==> config.mk <==
export PLATFORM = sky130hd
export DESIGN_NAME = axis_dma_tlp_writer
export DESIGN_NICKNAME = d
export VERILOG_FILES = /design/src/rtl/axis_dma_tlp_writer.sv
export SDC_FILE = /design/constraint.sdc
export NUM_CORES = 2
export LEC_CHECK = 0
export ABC_AREA = 1
export CAP_MARGIN = 20
export CORE_UTILIZATION = 44
export CTS_BUF_LIST = sky130_fd_sc_hd__clkbuf_16
export CTS_CLUSTER_SIZE = 24
export DETAILED_ROUTE_END_ITERATION = 7
export GPL_TIMING_DRIVEN = 0
export PLACE_DENSITY_LB_ADDON = 0.25
export SETUP_SLACK_MARGIN = 0.2
export SKIP_CTS_REPAIR_TIMING = 1
export SYNTH_ARGS = -nofsm -noshare
export SYNTH_HDL_FRONTEND = slang
export SYNTH_SLANG_ARGS = --single-unit
export TNS_END_PERCENT = 1
==> constraint.sdc <==
create_clock -name axi_clk -period 9.9 [get_ports axi_clk]
set_input_delay 1.485 -clock axi_clk [delete_from_list [all_inputs] [get_ports axi_clk]]
set_output_delay 1.485 -clock axi_clk [all_outputs]
set_load 0.005 [all_outputs]
==> src/rtl/axis_dma_tlp_writer.sv <==
`timescale 1ns/1ps
`default_nettype none
// +--------------------------------------------------------------------------+
// | axis_dma_tlp_writer                                                      |
// | Packs a 64-bit AXI4-Stream video line into PCIe MWr TLP bursts.          |
// | Optional macro: DMA_STATS_EN (frame / TLP statistics counters).          |
// | Revision: 1.0                                                            |
// +--------------------------------------------------------------------------+
module axis_dma_tlp_writer #(
    parameter int MAX_PCIE_PAYLOAD_SIZE = 128,
    parameter int FIFO_DEPTH            = 32
) (
    input  logic        axi_clk,
    input  logic        axi_reset_n,
    input  logic        cfg_bus_mast_en,
    input  logic [2:0]  cfg_setmaxpld,
    input  logic [63:0] dma_fstart,
    input  logic [15:0] dma_line_pitch,
    input  logic        s_axis_tvalid,
    output logic        s_axis_tready,
    input  logic [63:0] s_axis_tdata,
    input  logic [3:0]  s_axis_tuser,
    output logic        tlp_req_to_send,
    input  logic        tlp_grant,
    output logic [6:0]  tlp_fmt_type,
    output logic [9:0]  tlp_length_in_dw,
    output logic        tlp_src_rdy_n,
    input  logic        tlp_dst_rdy_n,
    output logic [63:0] tlp_data,
    output logic [63:0] tlp_address,
    output logic [7:0]  tlp_ldwbe_fdwbe,
    output logic [1:0]  tlp_attr,
    output logic [23:0] tlp_transaction_id,
    output logic [12:0] tlp_byte_count,
    output logic [6:0]  tlp_lower_address,
    output logic        irq_eof
`ifdef DMA_STATS_EN
    ,
    output logic [15:0] stat_frame_cnt,
    output logic [31:0] stat_tlp_cnt
`endif
);

    localparam int C_MAX_PLD_WORDS = MAX_PCIE_PAYLOAD_SIZE / 8;
    localparam int C_PTR_W         = $clog2(FIFO_DEPTH);
    localparam int C_CNT_W         = $clog2(FIFO_DEPTH + 1);
    localparam int C_BEAT_W        = $clog2(C_MAX_PLD_WORDS + 1);

    typedef enum logic [1:0] {
        S_IDLE = 2'd0,
        S_REQ  = 2'd1,
        S_DATA = 2'd2
    } state_t;

    logic [63:0]          r_mem [FIFO_DEPTH];
    logic [FIFO_DEPTH-1:0] r_eol;
    logic [FIFO_DEPTH-1:0] r_eof;
    logic [FIFO_DEPTH-1:0] r_sof;
    logic [C_PTR_W-1:0]   r_wr_ptr;
    logic [C_PTR_W-1:0]   r_rd_ptr;
    logic [C_CNT_W-1:0]   r_count;
    logic                 r_tready;
    logic [63:0]          r_pend_fstart;
    logic [15:0]          r_pend_pitch;

    state_t               r_state;
    logic                 r_req;
    logic                 r_src_rdy_n;
    logic [6:0]           r_fmt;
    logic [9:0]           r_len;
    logic [63:0]          r_addr;
    logic [C_BEAT_W-1:0]  r_beats;
    logic [C_BEAT_W-1:0]  r_beat_cnt;
    logic [7:0]           r_tag;
    logic [63:0]          r_burst_addr;
    logic [63:0]          r_line_base;
    logic [15:0]          r_pitch;
    logic                 r_irq;

    logic                 w_push;
    logic                 w_pop;
    logic                 w_last_beat;
    logic                 w_tlp_done;
    logic [C_CNT_W-1:0]   w_count_next;
    logic [C_BEAT_W-1:0]  w_pld_words;
    logic                 w_eol_found;
    logic [C_BEAT_W-1:0]  w_eol_beats;
    logic [C_BEAT_W-1:0]  w_beats;
    logic                 w_launch;
    logic [63:0]          w_head_addr;
    logic                 w_unused;

    assign w_unused     = s_axis_tuser[2];
    assign w_push       = s_axis_tvalid && r_tready;
    assign w_pop        = (r_state == S_DATA) && !tlp_dst_rdy_n;
    assign w_last_beat  = (r_beat_cnt == r_beats - 1'b1);
    assign w_tlp_done   = w_pop && w_last_beat;
    assign w_count_next = r_count + C_CNT_W'(w_push) - C_CNT_W'(w_pop);

    always_ff @(posedge axi_clk) begin
        if (w_push) begin
            r_mem[r_wr_ptr] <= s_axis_tdata;
            r_eol[r_wr_ptr] <= s_axis_tuser[3] | s_axis_tuser[1];
            r_eof[r_wr_ptr] <= s_axis_tuser[1];
            r_sof[r_wr_ptr] <= s_axis_tuser[0];
        end
    end

    // tready is registered from the next-cycle occupancy so it never admits an overflow beat
    always_ff @(posedge axi_clk or negedge axi_reset_n) begin
        if (!axi_reset_n) begin
            r_wr_ptr      <= '0;
            r_rd_ptr      <= '0;
            r_count       <= '0;
            r_tready      <= 1'b0;
            r_pend_fstart <= '0;
            r_pend_pitch  <= '0;
        end else begin
            if (w_push) begin
                r_wr_ptr <= (r_wr_ptr == C_PTR_W'(FIFO_DEPTH - 1)) ? '0 : r_wr_ptr + 1'b1;
                if (s_axis_tuser[0]) begin
                    r_pend_fstart <= dma_fstart;
                    r_pend_pitch  <= dma_line_pitch;
                end
            end
            if (w_pop) begin
                r_rd_ptr <= (r_rd_ptr == C_PTR_W'(FIFO_DEPTH - 1)) ? '0 : r_rd_ptr + 1'b1;
            end
            r_count  <= w_count_next;
            r_tready <= (w_count_next < C_CNT_W'(FIFO_DEPTH));
        end
    end

    always_comb begin
        int v_pw;
        v_pw = 16 << cfg_setmaxpld;
        if (v_pw > C_MAX_PLD_WORDS) begin
            v_pw = C_MAX_PLD_WORDS;
        end
        w_pld_words = C_BEAT_W'(v_pw);
    end

    // Burst length: first EOL within the next payload-sized window ends the burst early
    always_comb begin
        int                 v_idx;
        logic [C_PTR_W-1:0] v_ptr;
        w_eol_found = 1'b0;
        w_eol_beats = '0;
        v_idx       = 0;
        v_ptr       = '0;
        for (int i = 0; i < C_MAX_PLD_WORDS; i++) begin
            v_idx = int'(r_rd_ptr) + i;
            if (v_idx >= FIFO_DEPTH) begin
                v_idx = v_idx - FIFO_DEPTH;
            end
            v_ptr = C_PTR_W'(v_idx);
            if (!w_eol_found && (i < int'(w_pld_words)) && (i < int'(r_count)) && r_eol[v_ptr]) begin
                w_eol_found = 1'b1;
                w_eol_beats = C_BEAT_W'(i + 1);
            end
        end
    end

    assign w_beats     = w_eol_found ? w_eol_beats : w_pld_words;
    assign w_launch    = cfg_bus_mast_en && (w_eol_found || (int'(r_count) >= int'(w_pld_words)));
    assign w_head_addr = r_sof[r_rd_ptr] ? r_pend_fstart : r_burst_addr;

    always_ff @(posedge axi_clk or negedge axi_reset_n) begin
        if (!axi_reset_n) begin
            r_state      <= S_IDLE;
            r_req        <= 1'b0;
            r_src_rdy_n  <= 1'b1;
            r_fmt        <= '0;
            r_len        <= '0;
            r_addr       <= '0;
            r_beats      <= '0;
            r_beat_cnt   <= '0;
            r_tag        <= '0;
            r_burst_addr <= '0;
            r_line_base  <= '0;
            r_pitch      <= '0;
            r_irq        <= 1'b0;
        end else begin
            r_irq <= 1'b0;
            case (r_state)
                S_IDLE: begin
                    if (w_launch) begin
                        r_state    <= S_REQ;
                        r_req      <= 1'b1;
                        r_addr     <= w_head_addr;
                        r_fmt      <= (w_head_addr[63:32] == 32'h0) ? 7'h40 : 7'h60;
                        r_len      <= 10'({w_beats, 1'b0});
                        r_beats    <= w_beats;
                        r_beat_cnt <= '0;
                        if (r_sof[r_rd_ptr]) begin
                            r_line_base <= r_pend_fstart;
                            r_pitch     <= r_pend_pitch;
                        end
                    end
                end
                S_REQ: begin
                    if (tlp_grant) begin
                        r_state     <= S_DATA;
                        r_req       <= 1'b0;
                        r_src_rdy_n <= 1'b0;
                    end
                end
                S_DATA: begin
                    if (!tlp_dst_rdy_n) begin
                        r_beat_cnt <= r_beat_cnt + 1'b1;
                        if (w_last_beat) begin
                            r_state     <= S_IDLE;
                            r_src_rdy_n <= 1'b1;
                            r_tag       <= r_tag + 1'b1;
                            r_irq       <= r_eof[r_rd_ptr];
                            if (r_eol[r_rd_ptr]) begin
                                r_line_base  <= r_line_base + 64'(r_pitch);
                                r_burst_addr <= r_line_base + 64'(r_pitch);
                            end else begin
                                r_burst_addr <= r_addr + 64'({r_beats, 3'b000});
                            end
                        end
                    end
                end
                default: begin
                    r_state     <= S_IDLE;
                    r_req       <= 1'b0;
                    r_src_rdy_n <= 1'b1;
                end
            endcase
        end
    end

`ifdef DMA_STATS_EN
    logic [15:0] r_frame_cnt;
    logic [31:0] r_tlp_cnt;

    always_ff @(posedge axi_clk or negedge axi_reset_n) begin
        if (!axi_reset_n) begin
            r_frame_cnt <= '0;
            r_tlp_cnt   <= '0;
        end else begin
            if (r_irq) begin
                r_frame_cnt <= r_frame_cnt + 1'b1;
            end
            if (w_tlp_done) begin
                r_tlp_cnt <= r_tlp_cnt + 1'b1;
            end
        end
    end

    assign stat_frame_cnt = r_frame_cnt;
    assign stat_tlp_cnt   = r_tlp_cnt;
`else
    logic w_unused_done;
    assign w_unused_done = w_tlp_done;
`endif

    assign s_axis_tready      = r_tready;
    assign tlp_req_to_send    = r_req;
    assign tlp_src_rdy_n      = r_src_rdy_n;
    assign tlp_fmt_type       = r_fmt;
    assign tlp_length_in_dw   = r_len;
    assign tlp_address        = r_addr;
    assign tlp_data           = r_src_rdy_n ? 64'h0 : r_mem[r_rd_ptr];
    assign tlp_ldwbe_fdwbe    = 8'hFF;
    assign tlp_attr           = 2'b00;
    assign tlp_transaction_id = {r_tag, 16'h0000};
    assign tlp_byte_count     = 13'h0;
    assign tlp_lower_address  = 7'h0;
    assign irq_eof            = r_irq;

endmodule
`default_nettype wire
-- After elaboration in Yosys (flattened, before gate mapping)
Memories as Yosys holds them, arrays and structs flattened.
Index checks and enable logic that the tools add are counted.
- bitwise logic cells: 4
- $add $sub $neg: 40
- multiplexer cells: 124
- shift operators: 1
- reductions and logical operators: 80
- magnitude comparators: 70
- equality and inequality tests: 11
- operator list (operator ; number):
    64-bit two-way mux ; 8
    5-bit two-way mux ; 37
    64-bit case mux with 2 select lines ; 1
    5-bit by 6-bit less-than comparator with 1-bit output (second input constant) ; 18
    32-bit bitwise mux ; 3
    1-bit binary-select mux with 5-bit select ; 19
    6-bit greater-or-equal comparator (second input constant) ; 15
    5-bit by 1-bit subtractor with 5-bit output (second input constant) ; 17
    64-bit by 16-bit adder with 64-bit output ; 1
    64-bit by 8-bit adder with 64-bit output ; 1
    1-bit logical AND ; 51
    5-bit by 4-bit adder with 6-bit output (second input constant) ; 8
    4-bit by 6-bit less-than comparator with 1-bit output (first input constant) ; 8
    1-bit two-way mux ; 46
    4-bit by 5-bit less-than comparator with 1-bit output (first input constant) ; 8
    32-bit by 6-bit > comparator with 1-bit output (second input constant) ; 1
    32-bit logical NOT ; 1
    5-bit by 3-bit << shifter with 32-bit output (first input constant) ; 1
    5-bit by 3-bit adder with 6-bit output (second input constant) ; 4
    3-bit by 6-bit less-than comparator with 1-bit output (first input constant) ; 4
    3-bit by 5-bit less-than comparator with 1-bit output (first input constant) ; 4
    1-bit logical NOT ; 16
    5-bit by 1-bit adder with 5-bit output (second input constant) ; 3
    5-bit by 2-bit adder with 6-bit output (second input constant) ; 2
    33 further kinds ; 53
- register bits after elaboration: 431
- output and inout port bits: 203
- memories: 1
- word-level logic and storage cells: 352
- input port bits: 157
- bits in writable memories: 2048
- memories (name ; words ; width ; rd ports ; clocked after memory_dff ; write ports ; RTL line ; source):
    r_mem ; 32 ; 64 ; 1 ; 0 ; 1 ; 55 ; logic [63:0] r_mem [FIFO_DEPTH];

-- Longest topological paths before layout
- depth after elaboration: 86
- gate-level depth with buffers: 31
- gate-level depth less buffers: 22

-- Worst setup path after synthesis
OpenSTA, ideal clock, no wires.
- path type: in2reg
- start point: in s_axis_tvalid
- end point: reg r_eof[0], enable pin
- library setup time: 493 ps
- arrival time: 4953 ps
- stages: 5
- path slack: 4454 ps
- cells stage by stage: nand2_1 > inv_1 > clkbuf_1 > nand2_1 > nor2_1
- cells in the longest elaborated chain, start to end: 1
- ends and longest elaborated chain (element ; RTL line ; source):
    start, declared ; 19 ; input logic s_axis_tvalid,
    1-bit logical AND ; 94 ; assign w_push = s_axis_tvalid && r_tready;
    end signal, assigned by index ; 104 ; r_eof[r_wr_ptr] <= s_axis_tuser[1];
    end, declared ; 57 ; logic [FIFO_DEPTH-1:0] r_eof;
Every way passes these cells.
A chain may end at the register's enable or synchronous reset.

-- Final worst setup path
- start point: reg r_rd_ptr[0]
- end point: out tlp_data[62]
- cells in the longest elaborated chain, start to end: 2
- ends and longest elaborated chain (element ; RTL line ; source):
    start, declared ; 60 ; logic [C_PTR_W-1:0] r_rd_ptr;
    start signal, assigned ; 127 ; r_rd_ptr <= (r_rd_ptr == C_PTR_W'(FIFO_DEPTH - 1)) ? '0 : r_rd_ptr + 1'b1;
    memory read 32 x 64 bit ; - ;
    64-bit two-way mux ; 265 ; assign tlp_data = r_src_rdy_n ? 64'h0 : r_mem[r_rd_ptr];
    end, declared ; 29 ; output logic [63:0] tlp_data,
Every way passes these cells.

==> results.rst <==
.. list-table::
   :header-rows: 1

   * - Metric
     - Value
   * - Max-cap viol count
     - 0
   * - WL per Instance
     - 30.6 µm
   * - Top library cells by usage in the layout, fill and taps aside
     - edfxtp_1 (2144), o21ai_0 (1536), nor2_1 (1521)
   * - Die width
     - 489 µm
   * - Antenna Violating Nets Remaining
     - 0
   * - Fraction of registers with async set/reset
     - 13.3%
   * - Antenna violations before repair
     - 26
   * - Number of flip-flops and latches in the synthesized netlist
     - 2474
   * - Worst Tran Pin Value
     - 1320 ps
   * - Vias per Instance
     - 6.17
   * - Number of enable flip-flop cells after synthesis
     - 2144
   * - Crit-path max FO
     - 14
   * - Violated checks
     - design-rule violations
   * - Die Area
     - 0.240 mm²
   * - Fill cell instance count of the final layout
     - 20200
   * - Leading cell type in the layout, fill and taps excluded
     - edfxtp_1
   * - GRT Util Overall
     - 33.0%
   * - Source of the worst register-to-register timing path
     - r_rd_ptr[0]$_DFFE_PN0P_
   * - Last weighted congestion value of the routability-driven placer
     - 0.972
   * - Core box area
     - 0.236 mm²
   * - Multi-input gate area in the final layout
     - 0.0285 mm²
   * - Final TNS setup
     - 0 ps
   * - Clock period minus worst slack
     - 9230 ps
   * - Unrepaired setup endpoints after global routing
     - no
   * - Required @ worst endpoint
     - 8420 ps
   * - GRT Residual Overflow
     - 0
   * - First-pass GRT wire length
     - 560000 µm
   * - Number of vias in the routed layout
     - 81700
   * - Largest voltage drop on the vdd net
     - 0.207 mV
   * - Maximum level of the CTS H-tree
     - 5
   * - Kind of critical path
     - reg -> out
   * - Startpoint type of the worst setup path
     - flop
   * - Total number of clock tree sinks
     - 2474
   * - Leakage power total
     - 43.4 nW
   * - Vias in the first global route
     - 76600
   * - Number of optimization iterations in the first detailed-route pass
     - 8
   * - Final worst path period share
     - 93.2%
   * - Startpoint of the tightest hold check path
     - r_line_base[51]$_DFFE_PN0P_
   * - Area of the mapped netlist
     - 0.105 mm²
   * - Clock buffers created by TritonCTS
     - 280
   * - Root buffer cell
     - clkbuf_16
   * - Endpoint kind of the worst setup timing path
     - output port
   * - Vertical die dimension
     - 489 µm
   * - Layout Area Growth over Synthesis
     - 19.2%
   * - Count of endpoints failing setup in the final report
     - 0
   * - Final Instance Area
     - 0.125 mm²
   * - DRC violations left
     - 6
   * - Maximum number of pins on one net before global-route repair
     - 106
   * - Final count of hold timing violations
     - 0
   * - Max_slew headroom
     - 11.8%
   * - Worst hold stages
     - 2
   * - Pwr/cell area
     - 328 mW/mm²
   * - Total design power
     - 40.8 mW
   * - Gate count after technology mapping
     - 9041
   * - Count of input and output buffers
     - 299
   * - Core Rows
     - 178
   * - Yosys cell types
     - 63
   * - Ys flop type
     - edfxtp_1
   * - Clock transition at path regs
     - 60 ps
   * - Maximum clock path buffer count
     - 4
   * - Part of the Yosys area used for sequential elements
     - 69.5%
   * - Hold worst-path end
     - r_line_base[51]$_DFFE_PN0P_
   * - Skew-Pair Late Insertion Delay
     - 960 ps
   * - Drt initial violations
     - 13400
   * - Min-delay worst type
     - reg -> reg
   * - Top-Level Pins
     - 360
   * - Layout cells sized above 1
     - 8.18%
   * - Avg Synthesized Cell Area
     - 11.6 µm²
   * - Setup slack on the worst flop-to-flop path
     - 1750 ps
   * - Endpoint arrival time on the critical path
     - 7740 ps
   * - TritonCTS clock tree
     - built
   * - Effective utilization at floorplan
     - 44.4%
   * - Max Slew Vio Count
     - 0
   * - Endpoint of the most critical register-to-register path
     - r_line_base[8]$_DFFE_PN0P_
   * - Result of the run
     - finished, violations left
   * - Routed wire length
     - 405000 µm
   * - Reg2Reg Depth
     - 31
   * - Worst Skew
     - 102 ps
   * - Placed inst area
     - 0.116 mm²
   * - YS warnings
     - 0
   * - Net count reported at finish
     - 10100
   * - Max Clock Freq
     - 108 MHz
   * - Post-detailed-placement half-perimeter wirelength
     - 287000 µm
   * - Area taken by flip-flops and latches
     - 0.0726 mm²
critical path: stages (launching register included):
cell,delay [ps]
dfrtp_1,470
inv_2,90
buf_4,170
buf_2,250
buf_2,510
clkbuf_1,630
clkbuf_2,880
clkbuf_1,990
nor2_1,70
o22ai_1,360
o21ai_0,250
o22ai_1,220
o21ai_0,340
a31oi_1,880
clkdlybuf4s50_1,660
cell type report:
| cell class | count | share of cell area (%) |
|---|---|---|
| Sequential cell | 2474 | 58.3 |
| Inverter | 298 | 0.897 |
| Antenna cell | 23 | 0.0462 |
| Clock inverter | 183 | 0.986 |
| Tap cell | 3150 | 3.16 |
| Buffer | 645 | 2.23 |
| Multi-Input combinational cell | 5678 | 22.8 |
| Timing Repair Buffer | 510 | 5.83 |
| Clock buffer | 286 | 5.74 |
cell families after synthesis:
group	count (synthesis)	synth area share, %
buffers and inverters	943	3.72
AND/OR/NAND/NOR	2901	11.1
AO/OA/AOI/OAI	2440	12.9
flip-flops	2474	69.5
other	2	0.00718
XOR/XNOR	149	1.26
adder cells (fa/ha/maj)	57	0.704
multiplexers	75	0.798
report_power, final:
group	internal, mW	total (mW)	switching [mW]	leakage [nW]
clock network	5.60	9.79	4.20	4.31
logic	4.97	17.9	12.9	15.8
registers	12.3	13.1	0.840	23.3
state kept, by name, summed over array words and instances, names as in the netlist, 2 cells and up:
| signal | count |
|---|---|
| r_rd_ptr | 5 |
| r_state | 2 |
| r_eol | 32 |
| tlp_address | 64 |
| tlp_fmt_type | 2 |
| r_line_base | 64 |
| r_beats | 5 |
| r_mem | 2048 |
| r_wr_ptr | 5 |
| r_pitch | 16 |
| r_beat_cnt | 5 |
| r_pend_fstart | 64 |
| r_pend_pitch | 16 |
| r_tag | 8 |
| r_sof | 32 |
| r_eof | 32 |
| r_burst_addr | 64 |
| r_count | 6 |
worst max-delay path by stage:
| stage | start | endpoint | cells past startpoint |
|---|---|---|---|
| floorplan | s_axis_tvalid | r_eof[0]$_DFFE_PP_ | 5 |
| global placement | axi_reset_n | r_line_base[13]$_DFFE_PN0P_ | 1 |
| detailed placement | r_rd_ptr[0]$_DFFE_PN0P_ | tlp_data[62] | 14 |
| CTS | r_rd_ptr[0]$_DFFE_PN0P_ | tlp_data[62] | 14 |
| global route | r_rd_ptr[0]$_DFFE_PN0P_ | tlp_data[62] | 14 |
| finish | r_rd_ptr[0]$_DFFE_PN0P_ | tlp_data[62] | 14 |
cell usage after synthesis (3+ instances only):
| library cell | n | area [µm²] |
|---|---|---|
| edfxtp_1 | 2144 | 64400 |
| nor2_1 | 1553 | 5830 |
| o21ai_0 | 1536 | 7690 |
| nand2_1 | 868 | 3260 |
| o22ai_1 | 520 | 3250 |
| clkbuf_1 | 495 | 1860 |
| nand3_1 | 335 | 1680 |
| dfrtp_1 | 329 | 8230 |
| inv_1 | 290 | 1090 |
| a21oi_1 | 184 | 921 |
| xor2_1 | 119 | 1040 |
| o221ai_1 | 88 | 771 |
| buf_4 | 70 | 526 |
| mux2_2 | 67 | 754 |
| nor3_1 | 59 | 295 |
| ha_1 | 54 | 676 |
| buf_2 | 40 | 200 |
| buf_1 | 34 | 128 |
| a31oi_1 | 31 | 194 |
| xnor2_1 | 29 | 254 |
| nor4_1 | 27 | 169 |
| nand4_1 | 26 | 163 |
| o32ai_1 | 12 | 105 |
| o211ai_1 | 11 | 82.6 |
| or2_2 | 11 | 68.8 |
| a211oi_1 | 9 | 67.6 |
| mux2i_1 | 8 | 80.1 |
| o21a_1 | 7 | 52.6 |
| a311oi_1 | 6 | 52.6 |
| inv_2 | 6 | 22.5 |
| o31ai_1 | 6 | 45.0 |
| buf_6 | 5 | 56.3 |
| nand3b_1 | 5 | 37.5 |
| o21ai_1 | 5 | 25.0 |
| a32o_1 | 4 | 40.0 |
| nor3b_1 | 4 | 30.0 |
| o311ai_0 | 4 | 35.0 |
| a22oi_1 | 3 | 22.5 |
| fa_1 | 3 | 60.1 |
routing by layer:
layer / up-vias / GRT usage [%] / routed length, µm
met5: - / 0 / 68
li1: 34400 / - / -
met1: 39900 / 42.6 / 147000
met4: 10 / 20.6 / 29100
met2: 6218 / 50.4 / 179000
met3: 1212 / 7.96 / 50500
per-stage QoR:
| stage | std cells | utilization (%) | setup slack, ps | hold slack (ps) |
|---|---|---|---|---|
| global route | 13200 | 52.9 | 774 | 479 |
| floorplan | 9095 | - | 4450 | 442 |
| global placement | 12500 | 47.4 | -7390 | 457 |
| CTS | 13200 | 52.6 | 891 | 466 |
| detailed placement | 12700 | 49.1 | 1840 | 459 |
| finish | 13200 | 52.9 | 675 | 472 |
(Power assumes the default switching activity.)
